**config.mk**
```make
export PLATFORM = sky130hd
export DESIGN_NAME = hazard_scoreboard
export DESIGN_NICKNAME = d
export VERILOG_FILES = /design/src/rtl/hazard_pkg.sv /design/src/rtl/hazard_cnt_cell.sv /design/src/rtl/hazard_scoreboard.sv
export SDC_FILE = /design/constraint.sdc
export NUM_CORES = 1
export LEC_CHECK = 0
export BUFFER_PORTS_ARGS = -buffer_cell sky130_fd_sc_hd__buf_2
export CORE_AREA = 5 5 193 195
export DETAILED_ROUTE_END_ITERATION = 8
export DIE_AREA = 0 0 198 200
export HOLD_SLACK_MARGIN = 0.03
export SKIP_CTS_REPAIR_TIMING = 1
export SLEW_MARGIN = 20
export SYNTH_ARGS = -nofsm -noshare
export SYNTH_HDL_FRONTEND = slang
export SYNTH_HIERARCHICAL = 1
export SYNTH_SLANG_ARGS = --single-unit
```
**constraint.sdc**
```tcl
create_clock -name clk -period 5.65 [get_ports clk]
set_input_delay 0.565 -clock clk [delete_from_list [all_inputs] [get_ports clk]]
set_output_delay 0.565 -clock clk [all_outputs]
set_load 0.005 [all_outputs]
```
**src/rtl/hazard_pkg.sv**
```systemverilog
// Shared constants and types for the decode-side hazard scoreboard.
// Producer latencies, the hard-wired zero register and the LL/SC link-state encoding.
package hazard_pkg;

    localparam int LAT_ALU  = 0;
    localparam int LAT_LOAD = 1;
    localparam int LAT_MUL  = 3;

    localparam int REG_ZERO = 0;

    typedef enum logic {
        LL_IDLE   = 1'b0,
        LL_LINKED = 1'b1
    } ll_state_t;

endpackage

```
**src/rtl/hazard_cnt_cell.sv**
```systemverilog
// One register's countdown: cycles left until its in-flight result is forwardable.
// Latency: load/clear take effect on the next clk edge; busy is combinational from the count.
// Backpressure: none; load beats clear beats the saturating decrement.
module hazard_cnt_cell
    import hazard_pkg::*;
#(
    parameter int CNT_W = 3
) (
    input  logic             clk,
    input  logic             rst,
    input  logic             clr,
    input  logic             load,
    input  logic [CNT_W-1:0] load_val,
    output logic [CNT_W-1:0] cnt,
    output logic             busy
);

    always_ff @(posedge clk) begin
        if (!rst) begin
            cnt <= '0;
        end else if (load) begin
            cnt <= load_val;
        end else if (clr) begin
            cnt <= '0;
        end else if (cnt != '0) begin
            cnt <= cnt - CNT_W'(1);
        end
    end

    assign busy = (cnt != '0);

endmodule

```
**src/rtl/hazard_scoreboard.sv**
```systemverilog
// RAW/WAW stall generation from per-register forwarding countdowns (LL/SC link tracking under HAZARD_SCOREBOARD_LLSC_EN).
// Latency: stall and issue_accept are combinational; accepted issues land in the counters at the next clk edge.
// Backpressure: stall holds decode; nothing is recorded for an instruction that is not accepted.
module hazard_scoreboard
    import hazard_pkg::*;
#(
    parameter int NUM_REGS = 32,
    parameter int ADDR_W   = 5,
    parameter int NUM_SRC  = 2,
    parameter int CNT_W    = 3
) (
    input  logic                      clk,
    input  logic                      rst,
    input  logic                      issue_valid,
    input  logic                      issue_we,
    input  logic [ADDR_W-1:0]         issue_dest,
    input  logic [CNT_W-1:0]          issue_lat,
    input  logic [NUM_SRC-1:0]        src_valid,
    input  logic [NUM_SRC*ADDR_W-1:0] src_addr,
    input  logic                      squash_prev,
`ifdef HAZARD_SCOREBOARD_LLSC_EN
    input  logic                      issue_ll,
    input  logic                      issue_sc,
    input  logic                      link_clear,
    output logic                      sc_fail,
`endif
    output logic                      stall,
    output logic [NUM_REGS-1:0]       busy_vec,
    output logic                      issue_accept
);

    logic [CNT_W-1:0]    cnt [NUM_REGS];
    logic [NUM_REGS-1:0] load_vec;
    logic [NUM_REGS-1:0] clr_vec;
    logic                raw;
    logic                waw;
    logic                dest_ok;
    logic                acc_we;
    logic [CNT_W-1:0]    dest_cnt;
    logic                last_we;
    logic [ADDR_W-1:0]   last_dest;

    // Scanning only real, non-zero registers makes r0 and out-of-range addresses never match.
    always_comb begin
        raw      = 1'b0;
        dest_ok  = 1'b0;
        dest_cnt = '0;
        for (int r = REG_ZERO + 1; r < NUM_REGS; r++) begin
            for (int i = 0; i < NUM_SRC; i++) begin
                if (src_valid[i] && (src_addr[i*ADDR_W +: ADDR_W] == ADDR_W'(r)) && busy_vec[r]) begin
                    raw = 1'b1;
                end
            end
            if (issue_dest == ADDR_W'(r)) begin
                dest_ok  = 1'b1;
                dest_cnt = cnt[r];
            end
        end
    end

    assign waw          = issue_we && dest_ok && (dest_cnt > issue_lat);
    assign stall        = issue_valid && (raw || waw);
    assign issue_accept = issue_valid && !stall;
    assign acc_we       = issue_accept && issue_we && dest_ok;

    for (genvar r = 0; r < NUM_REGS; r++) begin : g_cell
        assign load_vec[r] = acc_we && (issue_dest == ADDR_W'(r));
        assign clr_vec[r]  = squash_prev && last_we && (last_dest == ADDR_W'(r));

        hazard_cnt_cell #(
            .CNT_W (CNT_W)
        ) u_cell (
            .clk      (clk),
            .rst      (rst),
            .clr      (clr_vec[r]),
            .load     (load_vec[r]),
            .load_val (issue_lat),
            .cnt      (cnt[r]),
            .busy     (busy_vec[r])
        );
    end

    always_ff @(posedge clk) begin
        if (!rst) begin
            last_we   <= 1'b0;
            last_dest <= '0;
        end else begin
            last_we   <= acc_we;
            last_dest <= issue_dest;
        end
    end

`ifdef HAZARD_SCOREBOARD_LLSC_EN
    ll_state_t ll_state;

    // A same-cycle link_clear cancels an LL so an exception never leaves a stale link.
    always_ff @(posedge clk) begin
        if (!rst) begin
            ll_state <= LL_IDLE;
        end else begin
            case (ll_state)
                LL_IDLE:   if (issue_accept && issue_ll && !link_clear) ll_state <= LL_LINKED;
                LL_LINKED: if (link_clear || (issue_accept && issue_sc)) ll_state <= LL_IDLE;
            endcase
        end
    end

    assign sc_fail = issue_sc && (ll_state == LL_IDLE);
`endif

endmodule

```
==> results.md, run 1 <==
- Critical Path Source Type: primary input
- Most frequent cells in the layout: inv_1, nand2_1, dfxtp_1, nor2_1, o21ai_0
- DR vias: 9,234
- Multi-input logic area: 5638 um2
- Crit-path max FO: 21
- Final min period: 4.968 ns
- Vias per cell: 5.191
- Non-filler instance count after layout: 1,779
- Int Power: 2437 uW
- Chip Width: 198 um
- HPWL Detailed: 23,370 um
- Rows: 69
- Min-delay src: g_cell[0].u_cell/cnt[2]
- Post-synthesis adder-cell area fraction: 9.686%
- Worst reg2reg startpoint: g_cell[1].u_cell/cnt[0]
- FF+latch area: 2042 um2
- Setup crit end kind: flop
- Placed cells: 1,763
- Most frequent CP cell: nor3_1
- Core area: 35,220 um2
- Number of remaining DRC errors: 0
- Initial Utilization: 24.57%
- CP arrival: 5.26 ns
- GRT Resource Usage Total: 15.21%
- Commonest non-fill, non-tap cell in the layout: inv_1
- Switching Fraction: 46.00%
- Max-cap violations: 0
- Post-DRT Antenna Nets: 0
- Fin. max-slew vios: 0
- Leakage: 0.004107 uW
- H-tree depth: 3
- Sequential share of the synthesized area: 23.59%
- Setup violations, final: 0
- Critical path class: in2reg
- # clock sinks: 102
- Syn-to-layout area delta: 13.50%
- Compound-Gate Fraction of Synth Area: 21.89%
- Routability cong.: 0.9619
- Comb pwr share: 56.4%
- Worst Max-Slew Pin Slew: 0.7863 ns
- Register share of total power: 29.2%
- Num CTS Buffers: 9
- N_diodes: 0
- Fraction of layout cells with a size suffix above 1: 9.484%
- Multiplexer share of the synthesized area: 2.559%
- Largest net degree at the start of global routing: 68
- Total global routing overflow: 0
- Final setup TNS: 0 ns
- Number of global-route vias before repair: 8,417
- Family with the most delay on the worst path: compound AO/OA/AOI/OAI gates
- Max Freq: 201.3 MHz
- Fin Hold WS: 0.5367 ns
- Mapped Avg Cell Area: 6.874 um2
- Crit path cell chain: buf_2 -> inv_2 -> nor3_1 -> o21ai_0 -> a32oi_1 -> o22ai_1 -> nand2_1 -> a41oi_1 -> ha_1 -> nor2b_1 -> o21a_1 -> o2111ai_1 -> o221ai_1 -> a2111oi_4 -> nand4_4 -> buf_12 -> nor3_1 -> or3b_1 -> o21ai_1 -> a21oi_1
- Worst rel slew slack: 46.87%
- CP peak stage delay: 0.51 ns
- Fin crit share: 87.92%
- Largest family of logic cells by synthesized area: simple AND/OR/NAND/NOR gates
- Nets: 1,405
- Total Power: 4513 uW
- Initial antenna violation count: 1
- Clock tree buffer depth: 2
- Simple-gate area share of the yosys netlist: 27.56%
- Bufs and invs on worst path: 3
- Ys flop type: dfxtp_1
- Skew-Pair Late Insertion Delay: 0.36 ns
- Filler instances: 3,938
- Die Ht: 200 um
- Hold Fails Final Rpt: 0
- Pwr Density: 459.4 nW/um2
- First-pass GRT wire length: 47,600 um
- Fraction of synthesized cell area in xor and xnor cells: 3.238%
- Yosys reg bits: 102
- Final Skew: 0.009162 ns
- DR iter-0 viols: 918
- Avg WL per Cell: 17.36 um
- Post-route design area: 9823 um2
- Clock Power Share: 14.4%
- Dpl cell area: 9519 um2
- Port Buffer Count: 58
- Synth Warn #: 6
- Slowest cell on crit path: nor3_1
- Hold Path Class: reg2reg
- Final WL: 30,880 um
- RSZ-0062 raised after global routing: false
- FFs w/ async S/R, synth: 0%
- Root buffer cell: clkbuf_16
- Status: completed
- VDD IR max: 0.1259 mV
- Post-synth EDFFs: 0
- Setup crit start: issue_dest[2]
- Yosys cell types: 71
- Die area: 39,600 um2
- Gate Count Post-Synth: 1,259
- Switch Pwr: 2076 uW
- Detailed Routing Iterations Pass 1: 6
- Mapped Area: 8655 um2
- CP required: 5.94 ns
- CTS tree: done
- CTS clk-pin slew, worst paths: 0.08 ns
- IO Count: 59
==> layer usage <==
metal	global-route usage, %	wire [um]
met4	5.993	1017
met2	25.28	14130
met3	2.266	2297
met1	19.96	13440
met5	0	0
==> flip-flops by register name, summed over array words and instances (netlist names) <==
register / flops
g_cell.u_cell/cnt: 96
last_dest: 5
last_we: 1
==> final timing paths <==
path | end | slack [ns] | depth (start not counted)
max | g_cell[14].u_cell/cnt[1] | 0.68 | 20
min | g_cell[0].u_cell/cnt[2] | 0.54 | 2
max reg2reg | g_cell[14].u_cell/cnt[1] | 1.33 | 18
min reg2reg | g_cell[0].u_cell/cnt[2] | 0.54 | 2
==> power groups by stage <==
stage	registers (uW)	clock network [uW]	logic, uW
5_1_grt	1350	681	2920
4_1_cts	1310	659	2550
3_3_place_gp	1330	0	2470
6_report	1320	650	2540
2_1_floorplan	1200	0	1790
3_5_place_dp	1330	0	2530
==> tightest hold or removal path, delay by kind of cell (launching register included) <==
family	cells	cell delay, ns
flops	1	0.32
compound gates	2	0.18
==> logic make-up after synthesis <==
group                      after synthesis
buffers and inverters                  250
and+or+nand+nor                        460
DFF                                    102
AOI/OAI and AO/OA                      328
xor gates and xnor gates                32
other                                    1
adders and majority gates               67
muxes                                   19
==> metrics by stage <==
stage / worst slack (ns) / util, %
after global routing: 0.3471 / 27.89
after CTS: 0.8635 / 27.89
after floorplan: 1.288 / -
final: 0.6825 / 27.89
after global placement: 0.5812 / 27.02
after detailed placement: 0.5027 / 27.02
==> synth_stat cells, types with 4 or more instances <==
cell type | count | area [um2]
inv_1 | 206 | 773.2
nand2_1 | 138 | 518.0
dfxtp_1 | 102 | 2042
nor2_1 | 97 | 364.1
o21ai_0 | 90 | 450.4
a21oi_1 | 87 | 435.4
nand3_1 | 79 | 395.4
ha_1 | 67 | 838.3
o21ai_1 | 64 | 320.3
nor3_1 | 34 | 170.2
or3b_1 | 32 | 280.3
xnor2_1 | 32 | 280.3
clkbuf_1 | 20 | 75.07
o22ai_1 | 18 | 112.6
buf_2 | 14 | 70.07
mux2i_1 | 12 | 120.1
nor2b_1 | 11 | 68.82
o211ai_1 | 11 | 82.58
nand2b_1 | 10 | 62.56
a31oi_1 | 9 | 56.30
nand3b_1 | 9 | 67.56
a22oi_1 | 7 | 52.55
a32oi_1 | 7 | 61.31
nand4b_1 | 7 | 61.31
nor3_2 | 7 | 70.07
mux2_2 | 5 | 56.30
nor3b_1 | 5 | 37.54
buf_1 | 4 | 15.01
buf_6 | 4 | 45.04
nand4_1 | 4 | 25.02
o2111ai_1 | 4 | 35.03
==> final cells by class <==
| class | count | share of cell area (%) |
|---|---|---|
| Multi-Input combinational cell | 911 | 57.39 |
| Sequential cell | 102 | 20.79 |
| Inverter | 207 | 7.910 |
| Tap cell | 461 | 5.872 |
| Timing Repair Buffer | 82 | 4.942 |
| Clock buffer | 13 | 2.853 |
| Clock inverter | 3 | 0.2420 |
Note: power is estimated with default switching activity, not from simulation.
==> run 2, diff against run 1 <==
CORE_AREA = 2 2 196 198   (was 5 5 193 195)
SYNTH_HIERARCHICAL = unset   (was 1)
==> run 2 against run 1 <==
  * Fmax decreased by 1.8%
  * Wire length up 1.9%
  * Clock power shrank 3%
  * Synthesized area increased by 6.9%
  * First-iteration DRC count is 12% higher
  * Cell count down 8.5%
  * Design area rose by 1.9%
  * Sequential power about the same
==> results.md, run 2 <==
- Syn-to-layout area delta: 8.266%
- GRT Resource Usage Total: 15.78% (+0.57 points)
- Hold Path Class: reg2reg
- Commonest non-fill, non-tap cell in the layout: nor2_1
- Fin. max-slew vios: 0 (unchanged)
- Most common cell in the netlist: nor2_1
- Post-synth top area share: 22.08% (-1.5 points)
- Fraction of layout cells with a size suffix above 1: 14.35% (+4.9 points)
- Flop-to-flop setup slack: 1.65 ns (+0.32 ns)
- VDD IR max: 0.1592 mV (+26%)
- Most frequent cells in the layout: nor2_1, dfxtp_1, inv_1, mux2i_1, nand2_1
- Max reg flops: 96 (unchanged)
- First-pass GRT wire length: 47,050 um (-1.1%)
- Skew-Pair Late Insertion Delay: 0.36 ns (about the same)
- Nets: 1,205 (-14%)
- Switch Pwr: 2317 uW (+12%)
- FFs w/ async S/R, synth: 0% (unchanged)
- Total global routing overflow: 0 (unchanged)
- Clock Power Share: 13.0% (-1.4 points)
- Leakage: 0.003851 uW (-6.2%)
- Critical Path Source Type: primary input
- Mapped Avg Cell Area: 8.163 um2 (+19%)
- Rows: 71 (+2.9%)
- Dpl cell area: 9732 um2 (+2.2%)
- Detailed Routing Iterations Pass 1: 6 (unchanged)
- Synth area leaders: dfxtp_1, ha_1, mux2i_1, nor3_4, nor2_1
- Setup violations, final: 0 (unchanged)
- DR vias: 8,334 (-9.7%)
- Mapped Area: 9249 um2 (+6.9%)
- Yosys cell types: 70 (-1.4%)
- Worst Max-Slew Pin Slew: 1.129 ns (+0.3429 ns)
- CTS clk-pin slew, worst paths: 0.07 ns (about the same)
- WL met3: 2581 um (+12%)
- IO Count: 59 (unchanged)
- Register share of total power: 27.7% (-1.5 points)
- Top cell type by total area after synthesis: dfxtp_1
- HPWL Detailed: 24,520 um (+4.9%)
- Top flop regs: g_cell.u_cell.cnt x96, last_dest x5, last_we x1
- RSZ-0062 raised after global routing: false
- Max Freq: 197.6 MHz (-1.8%)
- Final WL: 31,470 um (+1.9%)
- Int Power: 2525 uW (+3.6%)
- Post-synth EDFFs: 0 (unchanged)
- Sequential share of the synthesized area: 22.08% (-1.5 points)
- H-tree depth: 3 (unchanged)
- Crit-path max FO: 23 (+9.5%)
- Vias per cell: 5.122 (-1.3%)
- # clock sinks: 102 (unchanged)
- Fin crit share: 89.56% (+1.6 points)
- Number of remaining DRC errors: 0 (unchanged)
- Post-route design area: 10,010 um2 (+1.9%)
- Initial antenna violation count: 2 (+1)
- Root buffer cell: clkbuf_16
- Clock tree buffer depth: 2 (unchanged)
- Status: completed
- Number of global-route vias before repair: 7,640 (-9.2%)
- Largest Register: g_cell.u_cell.cnt
- Met2 wire len: 14,020 um (-0.77%)
- Switching Fraction: 47.85% (+1.9 points)
- Post-DRT Antenna Nets: 0 (unchanged)
- Chip Width: 198 um (unchanged)
- Die area: 39,600 um2 (unchanged)
- Initial Utilization: 24.73% (+0.16 points)
- CTS tree: done
- DR iter-0 viols: 1,029 (+12%)
- Setup crit end kind: output port
- Critical path class: in2out
- Port Buffer Count: 58 (unchanged)
- M1 wire length: 13,840 um (+3.0%)
- Comb pwr share: 59.2% (+2.8 points)
- Syn nets: 1,225
- Routability cong.: 0.9751 (+1.4%)
- Pwr Density: 483.6 nW/um2 (+5.3%)
- Final min period: 5.060 ns (+0.09238 ns)
- Ys flop type: dfxtp_1
- Final setup TNS: 0 ns (unchanged)
- Yosys reg bits: 102 (unchanged)
- Hold Fails Final Rpt: 0 (unchanged)
- Gate Count Post-Synth: 1,133 (-10%)
- Max-cap violations: 0 (unchanged)
- Avg WL per Cell: 19.34 um (+11%)
- Num CTS Buffers: 9 (unchanged)
- Worst rel slew slack: 24.72% (-22 points)
- Final Skew: 0.01008 ns (+0.0009208 ns)
- Uppermost layer routed: met4
- Largest net degree at the start of global routing: 33 (-51%)
- Die Ht: 200 um (unchanged)
- Post-synth top cells: nor2_1, dfxtp_1, inv_1, mux2i_1, nand2_1
- Synth Warn #: 0 (-6)
- Core area: 37,400 um2 (+6.2%)
- CP arrival: 4.49 ns (-0.77 ns)
- CP required: 5.09 ns (-0.85 ns)
run 2: path summary, 6_finish.rpt:
path | start | to | cells past startpoint
worst min register to register | g_cell[0].u_cell.cnt[1] | g_cell[0].u_cell.cnt[1] | 2
worst min-delay path | g_cell[0].u_cell.cnt[1] | g_cell[0].u_cell.cnt[1] | 2
worst max register to register | g_cell[18].u_cell.cnt[1] | g_cell[19].u_cell.cnt[0] | 15
worst max-delay path | issue_dest[4] | issue_accept | 17
run 2: power groups by stage:
stage	Clock, uW	Combinational, uW	Sequential (uW)
finish	631	2870	1340
detailed placement	0	2870	1350
global placement	0	2790	1340
CTS	639	2890	1330
global route	666	3210	1370
floorplan	0	2310	1210
run 2: kinds of logic after synthesis:
logic type / Yosys count / share of synthesized area, %
and+or+nand+nor: 417 / 26.64
buffers and inverters: 195 / 9.889
AOI/OAI and AO/OA: 186 / 13.76
muxes: 134 / 15.54
DFF: 102 / 22.08
adders and majority gates: 67 / 9.064
xor gates and xnor gates: 32 / 3.030
run 2: metal layers:
| layer | vias up | GRT usage, % |
|---|---|---|
| met4 | 0 | 6.154 |
| met5 | - | 0 |
| li1 | 3895 | - |
| met1 | 3998 | 21.36 |
| met2 | 372 | 25.27 |
| met3 | 69 | 2.386 |
run 2: final cells by class:
cell class / instances / area [um2]
clock inverters: 2 / 35.03
fillers: 4044 / 27390
repair buffers: 73 / 402.9
flip-flops and latches: 102 / 2042
multi-input cells: 836 / 6307
diodes: 1 / 2.502
inverters: 91 / 341.6
well taps: 511 / 639.4
clock buffers: 11 / 242.7
run 2: worst max-delay path: stages:
cell and delay (ns):
buf_2 0.22, nor4b_1 0.83, a21oi_1 0.08, a21oi_1 0.21, a221oi_1 0.09, a211oi_1 0.28, o211ai_1 0.15, a31oi_1 0.20
ha_1 0.26, nor2b_1 0.13, o21a_1 0.16, o211ai_1 0.17, nand3_1 0.10, or4_4 0.45, nor2_1 0.31, and2_1 0.18
buf_2 0.11
run 2: per-stage QoR:
stage	setup slack, ns	cells	hold WS, ns	util, %	power, uW
after floorplan	1.089	1133	0.4714	-	3516
after global placement	0.7796	1613	0.4798	26.02	4132
after detailed placement	0.6846	1613	0.4922	26.02	4217
after CTS	0.6957	1626	0.4991	26.76	4857
after global routing	0.3618	1626	0.5560	26.77	5240
final	0.5901	1627	0.5001	26.77	4842
==> run 3, diff against run 2 <==
RECOVER_POWER = 50   (was unset)
==> run 3 against run 2 <==
  * Global-route usage unchanged
  * Highest routed layer unchanged
  * Cell count unchanged
  * First-iteration DRC count increased by 0.49%
  * Setup slack got worse by 0.095 ns
  * Largest power group unchanged
  * Hold slack about the same
==> results.md, run 3 (synthesis gave the netlist of run 2 again) <==
- Status: completed
- Worst rel slew slack: 16.63% (-8.1 points)
- CP required: 5.90 ns (+0.81 ns)
- Initial Utilization: 24.73% (unchanged)
- Critical path class: in2reg
- Syn-to-layout area delta: 6.277%
- Hold Path Class: reg2reg
- Filler instances: 4,071 (+0.67%)
- Final Skew: 0.009012 ns (-0.001070 ns)
- H-tree depth: 3 (unchanged)
- Fin crit share: 91.24% (+1.7 points)
- HPWL Detailed: 24,520 um (unchanged)
- Largest net degree at the start of global routing: 33 (unchanged)
- Die Ht: 200 um (unchanged)
- Fin Hold WS: 0.5001 ns (+0.00005600 ns)
- Fin. max-slew vios: 0 (unchanged)
- Flop-to-flop setup slack: 1.22 ns (-0.43 ns)
- Number of remaining DRC errors: 0 (unchanged)
- CP arrival: 5.41 ns (+0.92 ns)
- Skew-Pair Late Insertion Delay: 0.37 ns (about the same)
- Number of global-route vias before repair: 7,640 (unchanged)
- Crit-path max FO: 23 (unchanged)
- Final WL: 31,390 um (-0.25%)
- RSZ-0062 raised after global routing: false
- CTS tree: done
- Clock tree buffer depth: 2 (unchanged)
- Initial antenna violation count: 1 (-1)
- Nets: 1,205 (unchanged)
- DR iter-0 viols: 1,034 (+0.49%)
- Vias per cell: 5.090 (-0.64%)
- Routability cong.: 0.9751 (unchanged)
- Max Freq: 194.0 MHz (-1.8%)
- Leakage: 0.003761 uW (-2.3%)
- Hold Path End: g_cell[0].u_cell.cnt[1]
- Cell depth of the worst flop-to-flop path: 15 (unchanged)
- Util after Layout: 26.28% (-0.49 points)
- CTS clk-pin slew, worst paths: 0.07 ns (about the same)
- VDD IR max: 0.1466 mV (-7.9%)
- Hold Crit Depth: 2 (unchanged)
- Largest Register: g_cell.u_cell.cnt
- Min-delay src: g_cell[0].u_cell.cnt[1]
- Max-cap violations: 0 (unchanged)
- Slowest cell on crit path: nor4b_1
- Post-DRT Antenna Nets: 0 (unchanged)
- Root buffer cell: clkbuf_16
- First-pass GRT wire length: 47,050 um (unchanged)
- Num CTS Buffers: 9 (unchanged)
- Worst reg2reg startpoint: g_cell[18].u_cell.cnt[1]
- FF-to-FF End: g_cell[19].u_cell.cnt[0]
- Family with the most delay on the worst path: simple AND/OR/NAND/NOR gates
- Hold Fails Final Rpt: 0 (unchanged)
- Chip Width: 198 um (unchanged)
- Die area: 39,600 um2 (unchanged)
- CP peak stage delay: 0.85 ns (+0.02 ns)
- GRT Resource Usage Total: 15.78% (unchanged)
- Setup crit end kind: flop
- Bufs and invs on worst path: 2 (unchanged)
- Most frequent cells in the layout: nor2_1, dfxtp_1, inv_1, mux2i_1, nand2_1
- Pwr Density: 483.0 nW/um2 (-0.12%)
- Total global routing overflow: 0 (unchanged)
- # clock sinks: 102 (unchanged)
- Crit path cell chain: buf_2 -> nor4b_1 -> a21oi_1 -> a21oi_1 -> a221oi_1 -> a211oi_1 -> o211ai_1 -> a31oi_1 -> ha_1 -> nor2b_1 -> o21a_1 -> o211ai_1 -> nand3_1 -> or4_1 -> clkbuf_2 -> nor3_2 -> mux2_2
- IO Count: 59 (unchanged)
- Core area: 37,400 um2 (unchanged)
- Fraction of layout cells with a size suffix above 1: 10.67% (-3.7 points)
- Detailed Routing Iterations Pass 1: 5 (-1)
- DR vias: 8,281 (-0.64%)
- Avg WL per Cell: 19.29 um (-0.25%)
- Commonest non-fill, non-tap cell in the layout: nor2_1
- Worst Max-Slew Pin Slew: 1.251 ns (+0.1215 ns)
- Setup violations, final: 0 (unchanged)
- Rows: 71 (unchanged)
- Max reg flops: 96 (unchanged)
- Critical Path Source Type: primary input
- Final setup TNS: 0 ns (unchanged)
- Final min period: 5.155 ns (+0.09533 ns)
- Port Buffer Count: 58 (unchanged)
- Top flop regs: g_cell.u_cell.cnt x96, last_dest x5, last_we x1
-- run 3: routing by layer --
layer,GRT usage (%),vias to the layer above,part of all wire (%)
met4,6.154,0,3.1
met1,21.36,3987,44
met5,0,-,0
met2,25.27,354,45
li1,-,3884,-
met3,2.386,56,7.8
-- run 3: cell type report --
type                    instances  area, um2  area share (%)
repair buffers                 73      361.6           3.679
clock buffers                  11      242.7           2.469
clock inverters                 2      35.03          0.3564
well taps                     511      639.4           6.505
multi-input cells             836       6165           62.72
inverters                      91      341.6           3.475
diodes                          1      2.502         0.02546
flip-flops and latches        102       2042           20.77
-- run 3: worst max path at each step --
stage | startpoint | endpoint | slack (ns) | depth (start not counted)
after floorplan | issue_dest[1] | issue_accept | 1.09 | 18
after global placement | issue_dest[4] | g_cell[19].u_cell.cnt[0] | 0.78 | 17
after detailed placement | issue_dest[4] | g_cell[19].u_cell.cnt[0] | 0.68 | 17
after CTS | issue_dest[4] | issue_accept | 0.70 | 17
after global routing | issue_dest[4] | g_cell[19].u_cell.cnt[0] | 0.23 | 17
final | issue_dest[4] | g_cell[19].u_cell.cnt[0] | 0.49 | 17
-- run 3: where the power goes --
group          switching [uW]  internal (uW)  total (uW)  leakage (uW)
clock                     285            348         633      0.000137
combinational            1670           1100        2770       0.00278
sequential                319           1020        1340      0.000847
total                    2280           2470        4750       0.00376
-- run 3: stage by stage --
step	instance area, um2	std cells	total power, uW	setup slack, ns
after detailed placement	9732	1613	4217	0.6846
after global routing	9827	1626	5144	0.2271
after floorplan	9249	1133	3516	1.089
final	9829	1627	4747	0.4947
after CTS	10010	1626	4857	0.6957
after global placement	9732	1613	4132	0.7796
-- run 3: tightest hold or removal path: stages, from the launching register on --
cell	delay, ns
dfxtp_1	0.31
nor2_1	0.09
a211oi_1	0.05
